<file path="config.mk">
export PLATFORM = sky130hd
export DESIGN_NAME = data_memory_unit
export DESIGN_NICKNAME = d
export VERILOG_FILES = /design/src/rtl/data_memory_unit_pkg.sv /design/src/rtl/data_memory_unit_data_ram.sv /design/src/rtl/data_memory_unit.sv
export SDC_FILE = /design/constraint.sdc
export NUM_CORES = 2
export LEC_CHECK = 0
export ABC_AREA = 1
export CAP_MARGIN = 25
export CORE_UTILIZATION = 30
export CTS_CLUSTER_DIAMETER = 40
export DETAILED_ROUTE_END_ITERATION = 8
export HOLD_SLACK_MARGIN = 0.02
export SLEW_MARGIN = 5
export SYNTH_ARGS = -nofsm -noshare
export SYNTH_HDL_FRONTEND = slang
export SYNTH_HIERARCHICAL = 1
export SYNTH_SLANG_ARGS = --single-unit
</file>
<file path="constraint.sdc">
create_clock -name clk -period 4.3 [get_ports clk]
set_input_delay 0.645 -clock clk [delete_from_list [all_inputs] [get_ports clk]]
set_output_delay 0.645 -clock clk [all_outputs]
set_load 0.1 [all_outputs]
</file>
<file path="src/rtl/data_memory_unit_pkg.sv">
// Shared types and constants for the data memory unit.
package data_memory_unit_pkg;

  localparam int unsigned DMU_DATA_W = 16;
  localparam int unsigned DMU_LAT_W  = 4;

  typedef enum logic {
    IDLE = 1'b0,
    BUSY = 1'b1
  } dmu_state_t;

  // A request is misaligned when the byte address is odd.
  function automatic logic addr_misaligned(input logic [15:0] addr);
    return (addr & 16'h0001) != 16'h0000;
  endfunction

endpackage

</file>
<file path="src/rtl/data_memory_unit_data_ram.sv">
// Single-port synchronous RAM: write-first, registered read, no array reset.
module data_ram
  import data_memory_unit_pkg::*;
#(
  parameter int unsigned ADDR_W = 8,
  parameter int unsigned DATA_W = DMU_DATA_W
) (
  input  logic              clk,
  input  logic              i_en,
  input  logic              i_we,
  input  logic [ADDR_W-1:0] i_addr,
  input  logic [DATA_W-1:0] i_wdata,
  output logic [DATA_W-1:0] o_rdata
);

  logic [DATA_W-1:0] r_mem [0:(1<<ADDR_W)-1];
  logic [DATA_W-1:0] r_rdata;

  // Enabled access: write updates the array and the read port, else read.
  always_ff @(posedge clk) begin
    if (i_en) begin
      if (i_we) begin
        r_mem[i_addr] <= i_wdata;
        r_rdata       <= i_wdata;
      end else begin
        r_rdata <= r_mem[i_addr];
      end
    end
  end

  assign o_rdata = r_rdata;

endmodule

</file>
<file path="src/rtl/data_memory_unit.sv">
// Data memory responder: ready/valid request handshake, multi-cycle reads,
// misaligned / conflicting request error reporting.
module data_memory_unit
  import data_memory_unit_pkg::*;
#(
  parameter int unsigned ADDR_W   = 8,
  parameter int unsigned READ_LAT = 2,
  parameter int unsigned DATA_W   = DMU_DATA_W
) (
  input  logic              clk,
  input  logic              reset,
  input  logic              MemRead,
  input  logic              MemWrite,
  input  logic [15:0]       Addr,
  input  logic [DATA_W-1:0] StoreData,
  output logic              Ready,
  output logic [DATA_W-1:0] loadData,
  output logic              LoadValid,
  output logic              MemErr
);

  dmu_state_t             r_state;
  logic [DMU_LAT_W-1:0]   r_cnt;
  logic                   r_ready;
  logic                   r_load_valid;
  logic [DATA_W-1:0]      r_load_data;
  logic                   r_mem_err;
  logic                   r_rd_mis;

  dmu_state_t             w_state_nxt;
  logic [DMU_LAT_W-1:0]   w_cnt_nxt;
  logic                   w_load_valid_nxt;
  logic [DATA_W-1:0]      w_load_data_nxt;
  logic                   w_mem_err_nxt;
  logic                   w_rd_mis_nxt;

  logic                   w_accept;
  logic                   w_mis;
  logic                   w_ram_en;
  logic                   w_ram_we;
  logic [ADDR_W-1:0]      w_word_idx;
  logic [DATA_W-1:0]      w_ram_rdata;

  assign w_accept   = r_ready & (MemRead | MemWrite);
  assign w_mis      = addr_misaligned(Addr);
  // Upper address bits drop out here, so byte addresses wrap modulo 2**(ADDR_W+1).
  assign w_word_idx = ADDR_W'(Addr >> 1);
  // Writes take priority over reads; a misaligned write never touches the array.
  assign w_ram_we   = w_accept & MemWrite & ~w_mis;
  assign w_ram_en   = w_accept & ~(MemWrite & w_mis);

  data_ram #(
    .ADDR_W (ADDR_W),
    .DATA_W (DATA_W)
  ) u_ram (
    .clk     (clk),
    .i_en    (w_ram_en),
    .i_we    (w_ram_we),
    .i_addr  (w_word_idx),
    .i_wdata (StoreData),
    .o_rdata (w_ram_rdata)
  );

  // Next-state, latency counter and response/error values.
  always_comb begin
    w_state_nxt      = r_state;
    w_cnt_nxt        = r_cnt;
    w_load_valid_nxt = 1'b0;
    w_load_data_nxt  = r_load_data;
    w_mem_err_nxt    = 1'b0;
    w_rd_mis_nxt     = r_rd_mis;
    unique case (r_state)
      IDLE: begin
        if (w_accept) begin
          if (MemWrite) begin
            w_mem_err_nxt = w_mis | MemRead;
          end else begin
            w_state_nxt  = BUSY;
            w_cnt_nxt    = DMU_LAT_W'(READ_LAT - 1);
            w_rd_mis_nxt = w_mis;
          end
        end
      end
      BUSY: begin
        if (r_cnt == '0) begin
          w_state_nxt      = IDLE;
          w_load_valid_nxt = 1'b1;
          w_load_data_nxt  = r_rd_mis ? '0 : w_ram_rdata;
          w_mem_err_nxt    = r_rd_mis;
        end else begin
          w_cnt_nxt = r_cnt - 1'b1;
        end
      end
      default: w_state_nxt = IDLE;
    endcase
  end

  // State and output registers; Ready stays low through reset and rises one edge after release.
  always_ff @(posedge clk or negedge reset) begin
    if (!reset) begin
      r_state      <= IDLE;
      r_cnt        <= '0;
      r_ready      <= 1'b0;
      r_load_valid <= 1'b0;
      r_load_data  <= '0;
      r_mem_err    <= 1'b0;
      r_rd_mis     <= 1'b0;
    end else begin
      r_state      <= w_state_nxt;
      r_cnt        <= w_cnt_nxt;
      r_ready      <= (w_state_nxt == IDLE);
      r_load_valid <= w_load_valid_nxt;
      r_load_data  <= w_load_data_nxt;
      r_mem_err    <= w_mem_err_nxt;
      r_rd_mis     <= w_rd_mis_nxt;
    end
  end

  assign Ready     = r_ready;
  assign loadData  = r_load_data;
  assign LoadValid = r_load_valid;
  assign MemErr    = r_mem_err;

endmodule
</file>
# --- Word level (Yosys, flattened, before mapping) ---
# Memories as Yosys holds them, arrays and structs flattened. A register that Yosys moved wholly into a read port is not among the register bits.
# Index checks and enable logic that the tools add are counted.
totals:
  regBits: 25
  latchBits: 0
  ramBits: 4096
  rom_bits: 0
  input_bits: 36
  output_inout_bits: 19
  elab_cells: 46
  n_memories: 1
op_classes:
  n_addsub: 1
  multipliers: 0
  div: 0
  magnitude_cmp: 0
  eq_ne: 3
  shift: 0
  n_mux: 18
  bitwise_logic: 12
  n_reduce_logical: 4
mem_list:
  columns: ["name", "words", "width", "read_ports", "rd_clocked_by_memory_dff", "wr", "line", "rtl"]
  rows:
  - ["u_ram.r_mem", 256, 16, 1, 1, 1, "data_memory_unit_data_ram.sv:16", "logic [DATA_W-1:0] r_mem [0:(1<<ADDR_W)-1];"]
ops:
  columns: ["op", "n"]
  rows:
  - ["16-bit 2-to-1 mux", 1]
  - ["4-bit 2-to-1 mux", 3]
  - ["1-bit 2-to-1 mux", 11]
  - ["4-bit one-hot mux with 2 select lines", 1]
  - ["2-bit != test, second input constant", 3]
  - ["3-bit AND reduction", 2]
  - ["1-bit AND", 5]
  - ["1-bit inverter", 5]
  - ["4-bit zero test", 1]
  - ["1-bit one-hot mux with 2 select lines", 2]
  - ["4-bit by 1-bit subtractor with 4-bit output, second input constant", 1]
  - ["1-bit bitwise OR", 2]
  - ["2-bit AND reduction", 1]

# --- Longest topological paths before layout ---
logic_depth:
  word_depth: 7
  ltp_mapped: 18
  depth_no_buf: 15

# --- Cells and area by module ---
# The synthesis kept the hierarchy.
modules_own_cells:
  columns: ["mod", "instances", "cells_each", "area_per_inst_um2", "seq_area_each_um2"]
  rows:
  - ["data_ram", 1, 14849, 165819.0, 123478.4]
  - ["data_memory_unit", 1, 117, 1142.3, 625.6]

# --- Least setup slack after synthesis ---
# OpenSTA, ideal clock, no wires.
synth_timing:
  kind: "flip-flop to flip-flop"
  from: "register r_ready, in the netlist Ready"
  to: "memory u_ram/r_mem[153][0] (netlist bit) (enable)"
  setup_ns: 0.388
  arrival_ns: 4.040
  t_required_ns: 3.912
  setup_slack_ns: -0.129
  stages_incl_launch_ff: 9
  path_buffers: 2
  synth_period_minus_slack_ns: 4.429
  path_cell_list: "dfrtp_1 o21ai_0 a21oi_1 nand2_1 inv_1 clkbuf_1 nand3_1 clkbuf_1 nor2_1"
synth_between:
  word_cells_on_any_way: 7
  cone_classes: "3 x mux; 4 x bitwise"
synth_lines:
  columns: ["element", "line", "rtl"]
  rows:
  - ["start, declared", "data_memory_unit.sv:24", "logic r_ready;"]
  - ["start signal, assigned", "data_memory_unit.sv:111", "r_ready <= (w_state_nxt == IDLE);"]
  - ["1-bit AND", "data_memory_unit.sv:44", "assign w_accept = r_ready & (MemRead | MemWrite);"]
  - ["1-bit AND", "data_memory_unit.sv:50", "assign w_ram_en = w_accept & ~(MemWrite & w_mis);"]
  - ["named net w_ram_en", "data_memory_unit.sv:39", "logic w_ram_en;"]
  - ["1-bit 2-to-1 mux", "data_memory_unit_data_ram.sv:21", "if (i_en) begin"]
  - ["1-bit 2-to-1 mux (not written as such)", "data_memory_unit_data_ram.sv:23", "r_mem[i_addr] <= i_wdata;"]
  - ["end, declared", "data_memory_unit_data_ram.sv:16", null]
# The timed path passes the listed nets, and every way through them passes these cells.

# --- Worst setup path after layout ---
layout_timing:
  from: "register r_ready, in the netlist Ready"
  to: "output Ready"
layout_lines:
  columns: ["element", "line", "rtl"]
  rows:
  - ["end, declared", "data_memory_unit.sv:16", "output logic Ready,"]
# No word-level cell between the ends.

==> results.cfg <==
[status]
status = completed

[finish]
syn_to_final_growth_pct = 19.12
final_cells = 23220
drive_gt1_frac = 0.1013
nFillCells = 53270
nNetsFinal = 15520

[sta]
worst_pin_slew_ns = 1.119
finalSetupViolCount = 0
fin_ws_ns = 1.085
hold_violations = 0
rsz0062_at_grt = false
skew_ns = 0.04245
setup_tns_ns = 0
hold_ws_ns = 0.1137
period_share = 0.7478
drv_slew = 0
fmaxAchievable_mhz = 311.0
min_period_ns = 3.215
slew_headroom = 0.2541

[clocking]
cts-buffers-inserted = 545
cts_root_buf = clkbuf_16
post_cts_buffers = 0
clk_path_buf_depth = 4
clkTransAtPathRegs_ns = 0.06
htree_levels = 6
insertion_delay_ns = 1.05
cts_sinks = 4137
cts_tree = yes

[floorplan]
die_w_um = 748.0
core_um2 = 553400
io_pins = 55
dieArea_um2 = 559500
die_h_um = 748.0
start_util = 0.3017
fp-row-count = 273

[routing]
via_count = 110800
drc = 0
drt-total-wl_mm = 496.2
dr.first_iter.drc_count = 12610
wire_per_inst_um = 21.37
ant_nets = 0
via_per_inst = 4.774
drt_pre_antenna_iters = 6

[synthesis]
yosys_warnings = 6
synthCells = 14970
syn_avg_cell_area_um2 = 11.16
synth_area_um2 = 167000
yosys-top-cells-area = edfxtp_1 74%, nand2_1 18%, nor2_1 2.1%
seq_area_frac_synth = 0.7433
syn_nets = 15000
yosysMostFrequentCell = nand2_1
async_flop_share = 0.006043
synth_edf_count = 4112
synth_top_area_frac = 0.7396
synth_flop_cell = edfxtp_1
ys_seq_elements = 4137
ys_types = 30
synth_commonest_cells = 8137 x nand2_1, 4112 x edfxtp_1, 925 x nor2_1, 453 x buf_2, 270 x clkbuf_1
yosysTopAreaCell = edfxtp_1

[power]
leakagePower_uw = 0.07535
powerDensity_nw_per_um2 = 484.7
ir_worst_vdd_mv = 0.4690

[setup_path]
crit_chain = clkdlybuf4s50_1
slowest_delay_ns = 1.15
cp_num_buf_inv = 1
crit_arrival_ns = 2.57
path_max_fanout = 4
r2r_slack_ns = 1.26
crit_path_end_kind = output port
critical_path_depth = 1
crit_type = register to output port
worstSetupStartpointType = register
reg2reg_depth = 10
cp_top_family = buffers and inverters
crit_required_ns = 3.65
crit_path_top_delay_cell = clkdlybuf4s50_1

[placement]
gp_congestion = 0.8683
hpwl_mm = 287.6
numPortBuffers = 47
preCtsSetupSlack_ns = 0.3073
dp.cells = 22220

[global_route]
grt_pass1_wl_mm = 715.8
grt_usage = 0.1707
antenna_found_initial = 26
grt_start_max_net_pins = 146
grt_pass1_vias = 103500
grt_overflow_total = 0

[worst_hold_path]
hp-class = primary input to register
hold_path_depth = 1

[job]
drv_cap = 0
==> per-stage QoR <==
step	cell area (um2)	utilization	power (uW)
4_1_cts	198900	0.3594	96880
5_1_grt	198900	0.3594	98920
3_5_place_dp	180300	0.3258	51270
6_report	198900	0.3594	96400
2_1_floorplan	167000	-	48350
3_3_place_gp	180300	0.3258	51230
==> cell usage in the layout (no fill, tap or decap), types with 150 or more instances in the layout <==
cell type | netlist | routed
nor2_1 | 925 | 921
nand4_1 | 211 | 211
nand3_1 | 266 | 265
o21ai_1 | 215 | 215
nand2_1 | 8137 | 8120
buf_4 | 5 | 530
edfxtp_1 | 4112 | 4112
buf_12 | 0 | 150
a21oi_1 | 207 | 206
clkbuf_16 | 0 | 551
==> worst register-to-register path, delay by kind of cell (launching register included) <==
kind	cells	cell delay (ns)
buffers and inverters	5	1.31
and+or+nand+nor	4	0.81
DFF	1	0.38
AOI/OAI and AO/OA	1	0.19
==> cell type report <==
class	count	area (um2)	share of cell area
inverter	52	232.7	0.001170
sequential	4137	124100	0.6240
clock inverter	368	4472	0.02248
clock buffer	623	14070	0.07074
antenna	6	15.01	0.00007550
timing repair buffer	732	7597	0.03820
multi-input combinational	10010	39270	0.1975
tap	7287	9117	0.04584
==> layer usage <==
layer,vias to the layer above,track usage,wire [um]
met4,18,0.06452,18810
met1,53940,0.2338,204500
met5,-,0.002294,276
met3,868,0.03135,45970
met2,4855,0.2696,226700
li1,51160,-,-
==> registers in the layout (all words and copies together) (netlist names) <==
signal / cells
LoadValid: 1
u_ram/o_rdata: 16
u_ram/r_mem: 4096
MemErr: 1
Ready: 1
r_state: 1
r_cnt: 4
r_rd_mis: 1
loadData: 16
==> cells by family after synthesis <==
group,share of synthesized area
compound gates,0.01447
simple gates,0.2200
flops,0.7433
xor+xnor,0.00005247
buf+inv,0.02199
fa+ha+maj,0.0001499
==> worst paths after layout <==
path	start	to
max	Ready	Ready
min	StoreData[15]	u_ram/r_mem[24][15]
max reg2reg	Ready	u_ram/r_mem[10][10]
min reg2reg	loadData[12]	loadData[12]
max in group asynchronous	reset	loadData[6]
min in group asynchronous	reset	Ready
==> where the power goes <==
| part | switching, uW | total (uW) | leakage, uW | internal (uW) |
|---|---|---|---|---|
| Sequential | 186 | 44700 | 0.0373 | 44500 |
| Combinational | 4460 | 5820 | 0.0292 | 1370 |
| Clock | 18200 | 45900 | 0.00889 | 27600 |
| Total | 22900 | 96400 | 0.0753 | 73500 |
==> repair_timing <==
action	4_1_cts	5_1_grt
gates resized for setup	0	0
endpoints found under the hold margin	82	0
hold buffers	4	0
Note: power is estimated with default switching activity, not from simulation.
